## config.mk

```make
export PLATFORM = sky130hd
export DESIGN_NAME = spike_rate_monitor
export DESIGN_NICKNAME = d
export VERILOG_FILES = /design/src/rtl/spike_rate_monitor.sv
export SDC_FILE = /design/constraint.sdc
export NUM_CORES = 1
export LEC_CHECK = 0
export ABC_AREA = 1
export ABC_CLOCK_PERIOD_IN_PS = 3600
export BUFFER_PORTS_ARGS = -buffer_cell sky130_fd_sc_hd__buf_2
export CORE_ASPECT_RATIO = 1.1
export CORE_MARGIN = 2
export CORE_UTILIZATION = 50
export CTS_CLUSTER_DIAMETER = 120
export DETAILED_ROUTE_END_ITERATION = 6
export PLACE_DENSITY = 0.73
export SLEW_MARGIN = 20
export SYNTH_ARGS = -nofsm -noshare
export SYNTH_HDL_FRONTEND = slang
export SYNTH_SLANG_ARGS = --single-unit
```

## constraint.sdc

```tcl
create_clock -name clk -period 3.6 [get_ports clk]
set_input_delay 0.36 -clock clk [delete_from_list [all_inputs] [get_ports clk]]
set_output_delay 0.36 -clock clk [all_outputs]
set_load 0.1 [all_outputs]
```

## src/rtl/spike_rate_monitor.sv

```systemverilog
// spike_rate_monitor: counts spikes over fixed windows of WINDOW clk cycles.
// At the end of each window it presents the spike count (rate) and the most
// recent inter-spike interval (isi) on a valid/ready result port.
// A result that completes while the previous one is still unaccepted is
// dropped and the sticky overrun flag is raised.
// Optional feature macro: SPIKE_RATE_MONITOR_ISI_EN. When it is defined, the
// gap counter and ISI register are built. When it is undefined, isi is tied to 0.
module spike_rate_monitor #(
    parameter int WINDOW = 100,  // window length in cycles, 2..255
    parameter int CNT_W  = 8     // width of the spike-count result
) (
    input  logic             clk,
    input  logic             rst,
    input  logic             en,
    input  logic             spike,
    input  logic             out_ready,
    output logic             out_valid,
    output logic [CNT_W-1:0] rate,
    output logic [7:0]       isi,
    output logic             overrun
);

    typedef enum logic {
        IDLE  = 1'b0,
        COUNT = 1'b1
    } state_t;

    localparam logic [7:0]       LAST_IDX = 8'(WINDOW - 1);
    localparam logic [CNT_W-1:0] CNT_MAX  = '1;

    state_t           state;
    state_t           state_nxt;
    logic [7:0]       win_cnt;
    logic [7:0]       win_cnt_nxt;
    logic [CNT_W-1:0] spk_cnt;
    logic [CNT_W-1:0] spk_cnt_nxt;
    logic [CNT_W-1:0] spk_sum;
    logic             counting;
    logic             win_end;
    logic             load;
    logic             drop;

    assign counting = (state == COUNT);
    assign win_end  = counting && (win_cnt == LAST_IDX);

    // A finished window loads only if the result slot is empty or is being
    // emptied on this same edge; otherwise the new result is lost.
    assign load = win_end && (!out_valid || out_ready);
    assign drop = win_end && out_valid && !out_ready;

    // State register.
    // NOTE: sequential state uses non-blocking assignments so every register
    // samples the pre-edge values of all the others.
    always_ff @(posedge clk) begin
        // NOTE: reset is synchronous; it is evaluated only on the clock edge.
        if (rst) begin
            state <= IDLE;
        end else begin
            state <= state_nxt;
        end
    end

    // Next-state logic: enable alone moves between IDLE and COUNT.
    // NOTE: every combinational output gets a default first, so no path
    // leaves a signal unassigned and no latch is inferred.
    always_comb begin
        state_nxt = state;
        case (state)
            IDLE:    if (en)  state_nxt = COUNT;
            COUNT:   if (!en) state_nxt = IDLE;
            default: state_nxt = IDLE;
        endcase
    end

    // Window and spike counters. Both are held at zero unless the FSM stays
    // in COUNT. As a result, leaving COUNT discards a partial window, and the
    // first COUNT cycle is always window index 0.
    always_comb begin
        spk_sum     = (spk_cnt == CNT_MAX) ? spk_cnt : spk_cnt + CNT_W'(spike);
        win_cnt_nxt = '0;
        spk_cnt_nxt = '0;
        if (counting && (state_nxt == COUNT) && !win_end) begin
            win_cnt_nxt = win_cnt + 8'd1;
            spk_cnt_nxt = spk_sum;
        end
    end

    // Counter registers.
    always_ff @(posedge clk) begin
        if (rst) begin
            win_cnt <= '0;
            spk_cnt <= '0;
        end else begin
            win_cnt <= win_cnt_nxt;
            spk_cnt <= spk_cnt_nxt;
        end
    end

    // Result slot: load a finished window, release it on transfer, and
    // flag a dropped window. The overrun flag is cleared only by reset.
    always_ff @(posedge clk) begin
        if (rst) begin
            out_valid <= 1'b0;
            rate      <= '0;
            overrun   <= 1'b0;
        end else begin
            if (load) begin
                out_valid <= 1'b1;
                rate      <= spk_sum;
            end else if (out_valid && out_ready) begin
                out_valid <= 1'b0;
            end
            if (drop) begin
                overrun <= 1'b1;
            end
        end
    end

`ifdef SPIKE_RATE_MONITOR_ISI_EN
    logic [7:0] gap_cnt;
    logic [7:0] gap_cnt_nxt;
    logic [7:0] isi_reg;
    logic [7:0] isi_reg_nxt;
    logic [7:0] spike_isi;
    logic [7:0] isi_result;
    logic       seen;
    logic       seen_nxt;

    // Gap tracking. The gap counter runs every COUNT cycle and saturates.
    // A spike latches the gap and restarts the counter at 1.
    // The seen flag makes the first spike after entering COUNT report 0.
    // All ISI state is cleared whenever COUNT is left.
    always_comb begin
        spike_isi   = seen ? gap_cnt : 8'd0;
        gap_cnt_nxt = '0;
        isi_reg_nxt = '0;
        seen_nxt    = 1'b0;
        if (counting && (state_nxt == COUNT)) begin
            if (spike) begin
                isi_reg_nxt = spike_isi;
                gap_cnt_nxt = 8'd1;
                seen_nxt    = 1'b1;
            end else begin
                isi_reg_nxt = isi_reg;
                gap_cnt_nxt = (gap_cnt == 8'hFF) ? gap_cnt : gap_cnt + 8'd1;
                seen_nxt    = seen;
            end
        end
        // A spike on the window's last cycle is part of that window's result.
        isi_result = spike ? spike_isi : isi_reg;
    end

    // ISI tracking registers.
    always_ff @(posedge clk) begin
        if (rst) begin
            gap_cnt <= '0;
            isi_reg <= '0;
            seen    <= 1'b0;
        end else begin
            gap_cnt <= gap_cnt_nxt;
            isi_reg <= isi_reg_nxt;
            seen    <= seen_nxt;
        end
    end

    // ISI output register; it loads together with rate.
    always_ff @(posedge clk) begin
        if (rst) begin
            isi <= '0;
        end else if (load) begin
            isi <= isi_result;
        end
    end
`else
    assign isi = 8'd0;
`endif

endmodule
```

==> qor.log, run 1 <==
qor: placement.gp_congestion 0.7109
qor: placement.io_buffer_count 14
qor: setup_path.launch_point_of_the_critical_path out_valid
qor: yosys.ys_seq_area_share 41.22%
qor: floorplan.top_level_pins 23
qor: placement.placedInstanceArea 1356 um^2
qor: clock_tree.clock_tree.root_cell sky130_fd_sc_hd__clkbuf_4
qor: yosys.syn-cell-area 1311 um^2
qor: yosys.postSynthRegisterBits 27
qor: timing.sum_of_negative_setup_slack 0 ns
qor: power.p_leak 0.0006516 uW
qor: timing.final_min_period_over_clock_period 42.22%
qor: timing.final_setup_violations 0
qor: layout.seq_area 540.5 um^2
qor: yosys.synth_async_sr_flop_share 0%
qor: layout.diodes 0
qor: clock_tree.clkTransAtPathRegs 0.16 ns
qor: floorplan.start_util 52.53%
qor: setup_path.critical_path.max_fanout 3
qor: timing.fmaxAchievable 658.0 MHz
qor: yosys.synth.most_common_cell sky130_fd_sc_hd__nand2_1
qor: routing.drt_first_iter_violations 21
qor: clock_tree.tritoncts done
qor: floorplan.die_area 3049 um^2
qor: placement.placement.setup.worst_slack 2.079 ns
qor: clock_tree.cts-hold-fix-buffers 0
qor: global_routing.globalRoute.totalOverflow 0
qor: timing.timing.final.hold_violations 0
qor: global_routing.grt_first_pass_wirelength 3.719 mm
qor: power.power.ir.vdd_worst 0.0003322 V
qor: setup_path.cp_slowest_stage_delay 0.43 ns
qor: routing.drt-wirelength-per-cell 9.838 um
qor: timing.worst_clock_skew 0.01124 ns
qor: global_routing.via_count_of_the_first_global_routing_pass 955
qor: floorplan.fp.coreArea 2496 um^2
qor: clock_tree.cts_num_sinks 27
qor: setup_path.critPathRequiredTime 3.24 ns
qor: routing.remaining_design_rule_violation_count 0
qor: routing.ant_nets 0
qor: setup_path.critical-path-top-delay-family buffers and inverters
qor: global_routing.grt_util_all_layers 16.59%
qor: timing.hold-worst-slack 0.1959 ns
qor: timing.final_worst_setup_slack 2.080 ns
qor: setup_path.path_class reg -> out
qor: placement.placedCellCount 218
qor: placement.place_hpwl 1.654 mm
qor: yosys.ys_top_cells_by_count sky130_fd_sc_hd__nand2_1, sky130_fd_sc_hd__nor2_1, sky130_fd_sc_hd__dfxtp_1
qor: yosys.post-synth-top-area-fraction 41.22%
qor: clock_tree.cts_made_buffers 3
qor: setup_path.critical_path.reg2reg.startpoint win_cnt[0]
qor: yosys.synthesis.instances 177
qor: setup_path.critical_path.n_buffers_inverters 1
qor: routing.first_pass_iters 4
qor: clock_tree.clock_path_buffers 2
qor: yosys.synthesis.area_per_instance 7.408 um^2
qor: routing.drt_wl_total 2.184 mm
qor: min_path.min_from rst
qor: timing.slew_violations 0
qor: setup_path.worstSetupStartpointType register
qor: layout.fill_cells 246
qor: yosys.synth_top_cells_by_area sky130_fd_sc_hd__dfxtp_1, sky130_fd_sc_hd__nand2_1, sky130_fd_sc_hd__nor2_1
qor: layout.drive_above_1_share 16.75%
qor: yosys.netlist.top_cell.by_area sky130_fd_sc_hd__dfxtp_1
qor: clock_tree.postCtsSetupRepairBufs 0
qor: setup_path.worstPathArrival 1.16 ns
qor: layout.nets 200
qor: min_path.hold_path_class in -> reg
qor: layout.multi_input_gate_area_in_the_final_layout 624.3 um^2
qor: power.power.density 353.2 nW/um^2
qor: routing.vias_per_cell 4.572
qor: layout.finalNonFillerCells 222
qor: run_status.outcome finished clean
qor: timing.period_minus_slack 1.520 ns
qor: timing.rsz0062_at_grt false
qor: clock_tree.post_cts_resized 0
qor: clock_tree.clk_latency 0.34 ns
qor: global_routing.antenna_found_initial 0
qor: yosys.postSynth.topFlopCell sky130_fd_sc_hd__dfxtp_1
qor: yosys.netlist-cell-type-count 25
qor: run.max_capacitance_violation_total 0
qor: layout.design_area 1388 um^2
qor: global_routing.grt_start_max_net_pins 18
qor: setup_path.timing.critical_path.to_type primary output
qor: floorplan.floorplan.rows 19
qor: setup_path.critPathSlowestCell sky130_fd_sc_hd__buf_2
qor: yosys.ys_warn_count 0
qor: layout.synthToLayoutAreaGrowth 5.821%
qor: routing.vias 1015
qor: floorplan.die-height 57.71 um
qor: floorplan.fp.dieW 52.83 um
qor: yosys.synth-edff-count 0
qor: setup_path.ordered_cell_list_for_the_critical_path buf_2
qor: clock_tree.h-tree-depth 1
-- cell usage in the layout, fill, tap and decap left out, drive strengths merged --
| cell type | n |
|---|---|
| nand3 | 11 |
| or2 | 4 |
| clkbuf | 3 |
| dfxtp | 27 |
| nand3b | 3 |
| o21ai | 1 |
| nor2 | 33 |
| inv | 23 |
| xnor2 | 2 |
| nor2b | 5 |
| conb | 8 |
| ha | 3 |
| nand4 | 1 |
| a21oi | 9 |
| nand2 | 43 |
| xor2 | 1 |
| buf | 14 |
-- routing by layer --
metal,global-route usage [%],vias to the layer above,part of all wire [%]
met1,16.99,452,42
met5,0,-,0
li1,-,549,-
met2,30.36,10,53
met4,6.593,0,1.5
met3,5.412,4,2.7
-- report_power, final --
group,leakage (uW),internal (uW),switching [uW]
Combinational,0.000416,3.20,42.2
Sequential,0.000218,300,1.32
Clock,0.0000183,45.5,97.8
-- cell families (layout without fill, tap and decap cells) --
family / Yosys count / count (layout) / synth area share [%]
compound gates: 10 / 10 / 3.816
xor+xnor: 3 / 3 / 2.004
fa+ha+maj: 3 / 3 / 2.863
buf+inv: 33 / 40 / 13.17
flops: 27 / 27 / 41.22
other cells: 1 / 8 / 0.2860
simple gates: 100 / 100 / 36.64
-- worst paths after layout --
| check | cells after the start | to | slack, ns |
|---|---|---|---|
| worst max-delay path | 1 | out_valid | 2.08 |
| worst min-delay path | 2 | out_valid | 0.20 |
| worst max register to register | 7 | rate[5] | 2.21 |
| worst min register to register | 1 | win_cnt[0] | 0.46 |
-- cell type report --
type                            instances  area share, %
Inverter                               22          5.951
Clock buffer                            3          1.623
Multi-Input combinational cell        124          45.00
Sequential cell                        27          38.95
Clock inverter                          1         0.6312
Tap cell                               31          2.795
Timing Repair Buffer                   14          5.050
-- per-stage QoR --
stage	util, %	power, uW
4_1_cts	55.59	495.7
3_5_place_dp	54.34	353.3
5_1_grt	55.59	511.4
3_3_place_gp	54.34	352.9
2_1_floorplan	-	356.2
6_report	55.59	490.2
-- sequential cells by signal (all words and copies together), names as in the netlist --
register	cells
win_cnt	8
counting	1
overrun	1
spk_cnt	8
rate	8
out_valid	1
Power figures use the tool's default switching activity.
==> run 2, diff against run 1 <==
ABC_CLOCK_PERIOD_IN_PS = 1300   (was 3600)
CORE_UTILIZATION = 49   (was 50)
PLACE_DENSITY = 0.74   (was 0.73)
clock period = 1.3 ns   (was 3.6 ns; I/O delays follow)
==> run 2 against run 1 <==
Against the previous run: wire length increased by 17%; cell area increased by 11%; combinational power increased to 2.9 times the previous value; die area increased by 1.9%; core utilization increased by 5.7 points; hold slack got worse by 0.15 ns; cell count increased by 3.6%; total power increased to 2.7 times the previous value; first-iteration DRC count decreased by 43%.
==> qor.log, run 2 (synthesis gave the netlist of run 1 again) <==
qor: floorplan.fp.coreArea 2520 um^2 [+0.95%]
qor: power.p_clk_share 27.5% [-1.7 points]
qor: clock_tree.clk_latency 0.33 ns [about the same]
qor: floorplan.top_level_pins 23 [unchanged]
qor: placement.place_hpwl 1.693 mm [+2.3%]
qor: layout.design_area 1545 um^2 [+11%]
qor: power.p_sw 377.3 uW [+170%]
qor: timing.final_min_period_over_clock_period 99.61%
qor: layout.finalNonFillerCells 230 [+3.6%]
qor: setup_path.critPathRequiredTime 1.55 ns [-1.69 ns]
qor: clock_tree.clock_path_buffers 2 [unchanged]
qor: timing.slew_violations 0 [unchanged]
qor: routing.ant_nets 0 [unchanged]
qor: power.internal-power 957.4 uW [+170%]
qor: clock_tree.cts_made_buffers 3 [unchanged]
qor: layout.layout.core_utilization 61.32% [+5.7 points]
qor: setup_path.worstPathArrival 1.54 ns [+0.38 ns]
qor: routing.vias_per_cell 4.752 [+3.9%]
qor: timing.rsz0062_at_grt true
qor: layout.drive_above_1_share 29.15% [+12 points]
qor: timing.timing.final.hold_violations 0 [unchanged]
qor: power.power.ir.vdd_worst 0.001042 V [+210%]
qor: setup_path.path_class reg -> reg
qor: run_status.outcome finished clean
qor: layout.layout_commonest_cell sky130_fd_sc_hd__nand2_1
qor: timing.final_setup_violations 0 [unchanged]
qor: placement.io_buffer_count 14 [unchanged]
qor: routing.remaining_design_rule_violation_count 0 [unchanged]
qor: clock_tree.tritoncts done
qor: floorplan.die-height 58.26 um [+0.94%]
qor: placement.gp_congestion 0.7620 [+7.2%]
qor: floorplan.die_area 3106 um^2 [+1.9%]
qor: power.power.density 863.8 nW/um^2 [+140%]
qor: power.p_seq_share 62.5% [+1.0 points]
qor: setup_path.timing.critical_path.to_type register
qor: global_routing.globalRoute.totalOverflow 0 [unchanged]
qor: global_routing.via_count_of_the_first_global_routing_pass 1014 [+6.2%]
qor: run.max_capacitance_violation_total 0 [unchanged]
qor: timing.worst_clock_skew 0.006887 ns [-0.004350 ns]
qor: global_routing.antenna_found_initial 0 [unchanged]
qor: global_routing.grt_start_max_net_pins 17 [-1]
qor: routing.drt_first_iter_violations 12 [-43%]
qor: placement.placedInstanceArea 1399 um^2 [+3.1%]
qor: power.p_sw_share 28.27% [-0.56 points]
qor: timing.period_minus_slack 1.295 ns
qor: layout.nets 208 [+4.0%]
qor: routing.first_pass_iters 4 [unchanged]
qor: clock_tree.h-tree-depth 1 [unchanged]
qor: routing.drt-wirelength-per-cell 11.13 um [+13%]
qor: routing.drt_wl_total 2.560 mm [+17%]
qor: setup_path.critical_path.max_fanout 4 [+1]
qor: global_routing.grt_util_all_layers 17.96% [+1.4 points]
qor: clock_tree.clkTransAtPathRegs 0.15 ns [about the same]
qor: power.total_power 1335 uW [+170%]
qor: layout.mostFrequentLayoutCells sky130_fd_sc_hd__nand2_1, sky130_fd_sc_hd__nor2_1, sky130_fd_sc_hd__inv_1, sky130_fd_sc_hd__dfxtp_1, sky130_fd_sc_hd__buf_2
qor: floorplan.start_util 52.04% [-0.50 points]
qor: power.fraction_of_power_consumed_by_combinational_cells 9.9% [+0.6 points]
qor: routing.vias 1093 [+7.7%]
qor: setup_path.cp_slowest_stage_delay 0.45 ns [+0.02 ns]
qor: timing.fmaxAchievable 772.2 MHz
qor: setup_path.reg2reg_slack 0.005 ns [-2.20 ns]
qor: clock_tree.cts_num_sinks 27 [unchanged]
qor: layout.diodes 0 [unchanged]
qor: setup_path.worstSetupStartpointType register
qor: layout.fill_cells 221 [-10%]
qor: clock_tree.clock_tree.root_cell sky130_fd_sc_hd__clkbuf_4
qor: placement.placedCellCount 223 [+2.3%]
qor: layout.synthToLayoutAreaGrowth 17.84%
qor: floorplan.floorplan.rows 19 [unchanged]
qor: power.p_leak 0.0006852 uW [+5.1%]
qor: layout.largestRegisters rate (8), spk_cnt (8), win_cnt (8)
qor: setup_path.critical-path-top-delay-family simple AND/OR/NAND/NOR gates
qor: min_path.hold_path_class in -> reg
qor: setup_path.ordered_cell_list_for_the_critical_path nand2_1, nor2_2, buf_4, nand2_1, nand2_1, nand3_2, nor2_2, nor2_2
qor: global_routing.grt_first_pass_wirelength 4.105 mm [+10%]
qor: timing.hold-worst-slack 0.04608 ns [-0.1499 ns]
qor: setup_path.critPathSlowestCell sky130_fd_sc_hd__dfxtp_1
qor: setup_path.critical_path.n_buffers_inverters 1 [unchanged]
qor: floorplan.fp.dieW 53.33 um [+0.95%]
[run 2: changes by cell type in the layout (fill, tap and decap cells not counted), sizes merged]
cell and change:
nand3 +1, clkbuf +3, dlygate4sd3 +1, inv -1
clkinv +1, buf +3
[run 2: worst paths after layout]
kind / from / depth (start not counted) / end
worst max register to register: spk_cnt[2] / 8 / rate[6]
worst min-delay path: en / 3 / counting
worst max-delay path: spk_cnt[2] / 8 / rate[6]
worst min register to register: win_cnt[5] / 2 / win_cnt[5]
[run 2: cell type report]
cell class | instances | area [um^2] | area share (%)
Tap cell | 31 | 38.79 | 2.510
Inverter | 22 | 82.58 | 5.344
Clock buffer | 3 | 22.52 | 1.457
Timing Repair Buffer | 21 | 132.6 | 8.583
Multi-Input combinational cell | 125 | 709.4 | 45.91
Clock inverter | 1 | 5.005 | 0.3239
Sequential cell | 27 | 554.3 | 35.87
[run 2: worst reg2reg max path, cell delays in order (launching register included)]
cell	delay, ns
sky130_fd_sc_hd__dfxtp_1	0.45
sky130_fd_sc_hd__nand2_1	0.09
sky130_fd_sc_hd__nor2_2	0.15
sky130_fd_sc_hd__buf_4	0.13
sky130_fd_sc_hd__nand2_1	0.05
sky130_fd_sc_hd__nand2_1	0.08
sky130_fd_sc_hd__nand3_2	0.09
sky130_fd_sc_hd__nor2_2	0.11
sky130_fd_sc_hd__nor2_2	0.04
[run 2: through the flow]
| stage | setup slack (ns) | setup TNS, ns |
|---|---|---|
| floorplan | 0.02074 | 0 |
| global placement | 0.01186 | 0 |
| detailed placement | -0.009974 | -0.01096 |
| CTS | 0.005385 | 0 |
| global route | -0.03771 | -0.1305 |
| finish | 0.005017 | 0 |
[run 2: power groups by stage]
stage / Combinational [uW] / Sequential (uW) / Clock [uW]
floorplan: 134 / 850 / 0
global route: 139 / 836 / 418
detailed placement: 127 / 850 / 0
CTS: 129 / 834 / 388
finish: 132 / 835 / 368
global placement: 126 / 850 / 0
[run 2: metal layers]
layer  routed length, um  global-route usage [%]
met4                  13                   4.396
met2                1369                   32.45
met5                   0                       0
met1                1072                   20.10
met3                 105                   5.412
[run 2: repair_timing]
action,in CTS,in global routing
buffers inserted,0,1
pin swaps,1,3
endpoints found under the hold margin,2,0
gates resized for setup,3,22
cloned,1,0
setup endpoints to repair,5,27
hold buffers,1,0
==> run 3, diff against run 2 <==
ABC_AREA = not set   (was 1)
CORE_UTILIZATION = 47   (was 49)
PLACE_DENSITY = 0.72   (was 0.74)
==> run 3 against run 2 <==
Against the previous run: the run now ends with setup timing left; hold slack better by 0.0051 ns; sequential share of layout area up 0.21 points; register-to-register slack worse by 0.29 ns; synthesized cell count down 26%.
==> qor.log, run 3 <==
qor: timing.timing.final.hold_violations 0 [unchanged]
qor: layout.drive_above_1_share 37.28% [+8.1 points]
qor: global_routing.via_count_of_the_first_global_routing_pass 933 [-8.0%]
qor: layout.design_area 1519 um^2 [-1.7%]
qor: floorplan.floorplan.rows 18 [-1]
qor: clock_tree.clk_latency 0.33 ns [about the same]
qor: routing.vias_per_cell 4.804 [+1.1%]
qor: layout.nets 178 [-14%]
qor: global_routing.antenna_found_initial 0 [unchanged]
qor: routing.drt_wl_total 2.300 mm [-10%]
qor: yosys.synth-edff-count 0 [unchanged]
qor: timing.final_worst_setup_slack -0.2892 ns [-0.2942 ns]
qor: timing.final_setup_violations 24 [+24]
qor: setup_path.critPathRequiredTime 1.55 ns [about the same]
qor: timing.worst_clock_skew 0.01584 ns [+0.008951 ns]
qor: yosys.synth_top_cells_by_area sky130_fd_sc_hd__dfxtp_1, sky130_fd_sc_hd__nor2_1, sky130_fd_sc_hd__buf_4
qor: yosys.netlist.top_cell.by_area sky130_fd_sc_hd__dfxtp_1
qor: yosys.synthesis.instances 131 [-26%]
qor: timing.rsz0062_at_grt true
qor: clock_tree.tritoncts done
qor: routing.vias 956 [-13%]
qor: yosys.post-synth-top-area-fraction 46.45% [+5.2 points]
qor: power.p_leak 0.0005943 uW [-13%]
qor: clock_tree.cts_made_buffers 3 [unchanged]
qor: clock_tree.clock_tree.root_cell sky130_fd_sc_hd__clkbuf_4
qor: placement.io_buffer_count 14 [unchanged]
qor: setup_path.worstRegToRegCells 5 [-3]
qor: floorplan.die-height 56.19 um [-3.6%]
qor: min_path.hold_path_class in -> reg
qor: layout.diodes 0 [unchanged]
qor: placement.gp_congestion 0.7434 [-2.4%]
qor: timing.sum_of_negative_setup_slack -2.737 ns [-2.737 ns]
qor: yosys.ys_warn_count 0 [unchanged]
qor: setup_path.reg2reg_slack -0.29 ns [-0.29 ns]
qor: setup_path.critical_path.max_fanout 3 [-1]
qor: global_routing.grt_util_all_layers 17.11% [-0.85 points]
qor: yosys.postSynth.topFlopCell sky130_fd_sc_hd__dfxtp_1
qor: layout.largestRegisters rate (8), spk_cnt (8), win_cnt (8)
qor: clock_tree.clkTransAtPathRegs 0.16 ns [about the same]
qor: layout.mostFrequentLayoutCells sky130_fd_sc_hd__nor2_1, sky130_fd_sc_hd__dfxtp_1, sky130_fd_sc_hd__buf_4, sky130_fd_sc_hd__buf_2, sky130_fd_sc_hd__nand2_1
qor: power.total_power 1339 uW [+0.34%]
qor: layout.layout.core_utilization 66.12% [+4.8 points]
qor: yosys.ys_top_cells_by_count sky130_fd_sc_hd__dfxtp_1, sky130_fd_sc_hd__nor2_1, sky130_fd_sc_hd__nand2_1
qor: setup_path.worstSetupStartpointType register
qor: power.power.density 881.7 nW/um^2 [+2.1%]
qor: timing.slew_violations 0 [unchanged]
qor: yosys.syn-cell-area 1164 um^2 [-11%]
qor: run.max_capacitance_violation_total 0 [unchanged]
qor: min_path.hold_depth 2 [-1]
qor: clock_tree.h-tree-depth 1 [unchanged]
qor: global_routing.grt_start_max_net_pins 17 [unchanged]
qor: setup_path.path_class reg -> reg
qor: timing.period_minus_slack 1.589 ns [+0.2942 ns]
qor: yosys.synthesis.area_per_instance 8.883 um^2 [+20%]
qor: global_routing.globalRoute.totalOverflow 0 [unchanged]
qor: setup_path.timing.critical_path.to_type register
qor: clock_tree.cts-hold-fix-buffers 0 [-1]
qor: placement.placement.setup.worst_slack -0.2576 ns [-0.2476 ns]
qor: run_status.outcome complete, but fails checks
qor: routing.drt-wirelength-per-cell 11.56 um [+3.8%]
qor: clock_tree.cts_num_sinks 27 [unchanged]
qor: layout.layout_commonest_cell sky130_fd_sc_hd__nor2_1
qor: routing.drt_first_iter_violations 4 [-8]
qor: routing.remaining_design_rule_violation_count 0 [unchanged]
qor: yosys.synth_async_sr_flop_share 0% [unchanged]
qor: setup_path.worstPathArrival 1.84 ns [+0.30 ns]
qor: routing.first_pass_iters 4 [unchanged]
qor: floorplan.fp.dieW 51.44 um [-3.5%]
qor: yosys.ys_seq_area_share 46.45% [+5.2 points]
qor: timing.final_min_period_over_clock_period 122.2% [+23 points]
qor: yosys.netlist-cell-type-count 29 [+16%]
qor: floorplan.top_level_pins 23 [unchanged]
qor: yosys.synth.most_common_cell sky130_fd_sc_hd__dfxtp_1
qor: run_status.violations_in_the_final_reports setup timing
qor: floorplan.start_util 50.65% [-1.4 points]
qor: clock_tree.clock_path_buffers 2 [unchanged]
qor: power.power.ir.vdd_worst 0.0006054 V [-42%]
qor: layout.synthToLayoutAreaGrowth 30.54%
qor: floorplan.die_area 2890 um^2 [-7.0%]
qor: placement.place_hpwl 1.765 mm [+4.3%]
qor: global_routing.grt_first_pass_wirelength 3.836 mm [-6.6%]
qor: routing.ant_nets 0 [unchanged]
qor: placement.placedInstanceArea 1413 um^2 [+0.98%]
qor: timing.fmaxAchievable 629.2 MHz [-19%]
qor: yosys.postSynthRegisterBits 27 [unchanged]
qor: floorplan.fp.coreArea 2297 um^2 [-8.8%]
## run 3: kinds of logic (layout without fill, tap and decap cells)
group | count (synthesis) | count (layout) | synth area share, %
AOI/OAI and AO/OA | 16 | 16 | 9.140
xor gates and xnor gates | 8 | 8 | 6.022
adders and majority gates | 3 | 3 | 3.226
buffers and inverters | 13 | 44 | 7.527
DFF | 27 | 27 | 46.45
muxes | 2 | 2 | 1.720
other | 1 | 8 | 0.3223
and+or+nand+nor | 61 | 61 | 25.59
## run 3: cell type report
type                    count  area [um^2]
inverters                   2        7.507
multi-input cells          98        619.3
repair buffers             38        276.5
flip-flops and latches     27        548.0
fillers                   210        778.2
well taps                  30        37.54
clock inverters             1        7.507
clock buffers               3        22.52
## run 3: timing repair
| action | 4_1_cts | 5_1_grt |
|---|---|---|
| endpoints found under the setup margin | 25 | 26 |
| resized for setup | 14 | 4 |
| buffers inserted | 1 | 1 |
| pin swaps | 4 | 0 |
## run 3: per-layer routing
layer	global-route usage [%]	vias up	routed length, um
met4	4.511	0	12
met2	34.07	14	1301
met3	2.688	2	65
li1	-	498	-
met1	17.57	442	920
met5	0	-	0
## run 3: critical path, cell delays in order (launching register included)
cell	delay [ns]
sky130_fd_sc_hd__dfxtp_2	0.35
sky130_fd_sc_hd__or4b_4	0.56
sky130_fd_sc_hd__nor3b_4	0.24
sky130_fd_sc_hd__buf_6	0.15
sky130_fd_sc_hd__nand2_4	0.06
sky130_fd_sc_hd__o22ai_1	0.16
## run 3: final timing paths
kind	start	endpoint
setup / recovery	win_cnt[2]	rate[4]
hold / removal	en	counting
setup reg to reg	win_cnt[2]	rate[4]
hold reg to reg	overrun	overrun
## run 3: per-stage QoR
step	instances	hold WS, ns
finish	199	0.05115
floorplan	138	0.2996
global route	199	0.04610
detailed placement	193	0.4075
CTS	198	0.04836
global placement	193	0.3923
## run 3: power breakdown
group,switching [uW],internal (uW)
Combinational,120,18.7
Clock,250,117
Sequential,1.82,831
Total,372,967
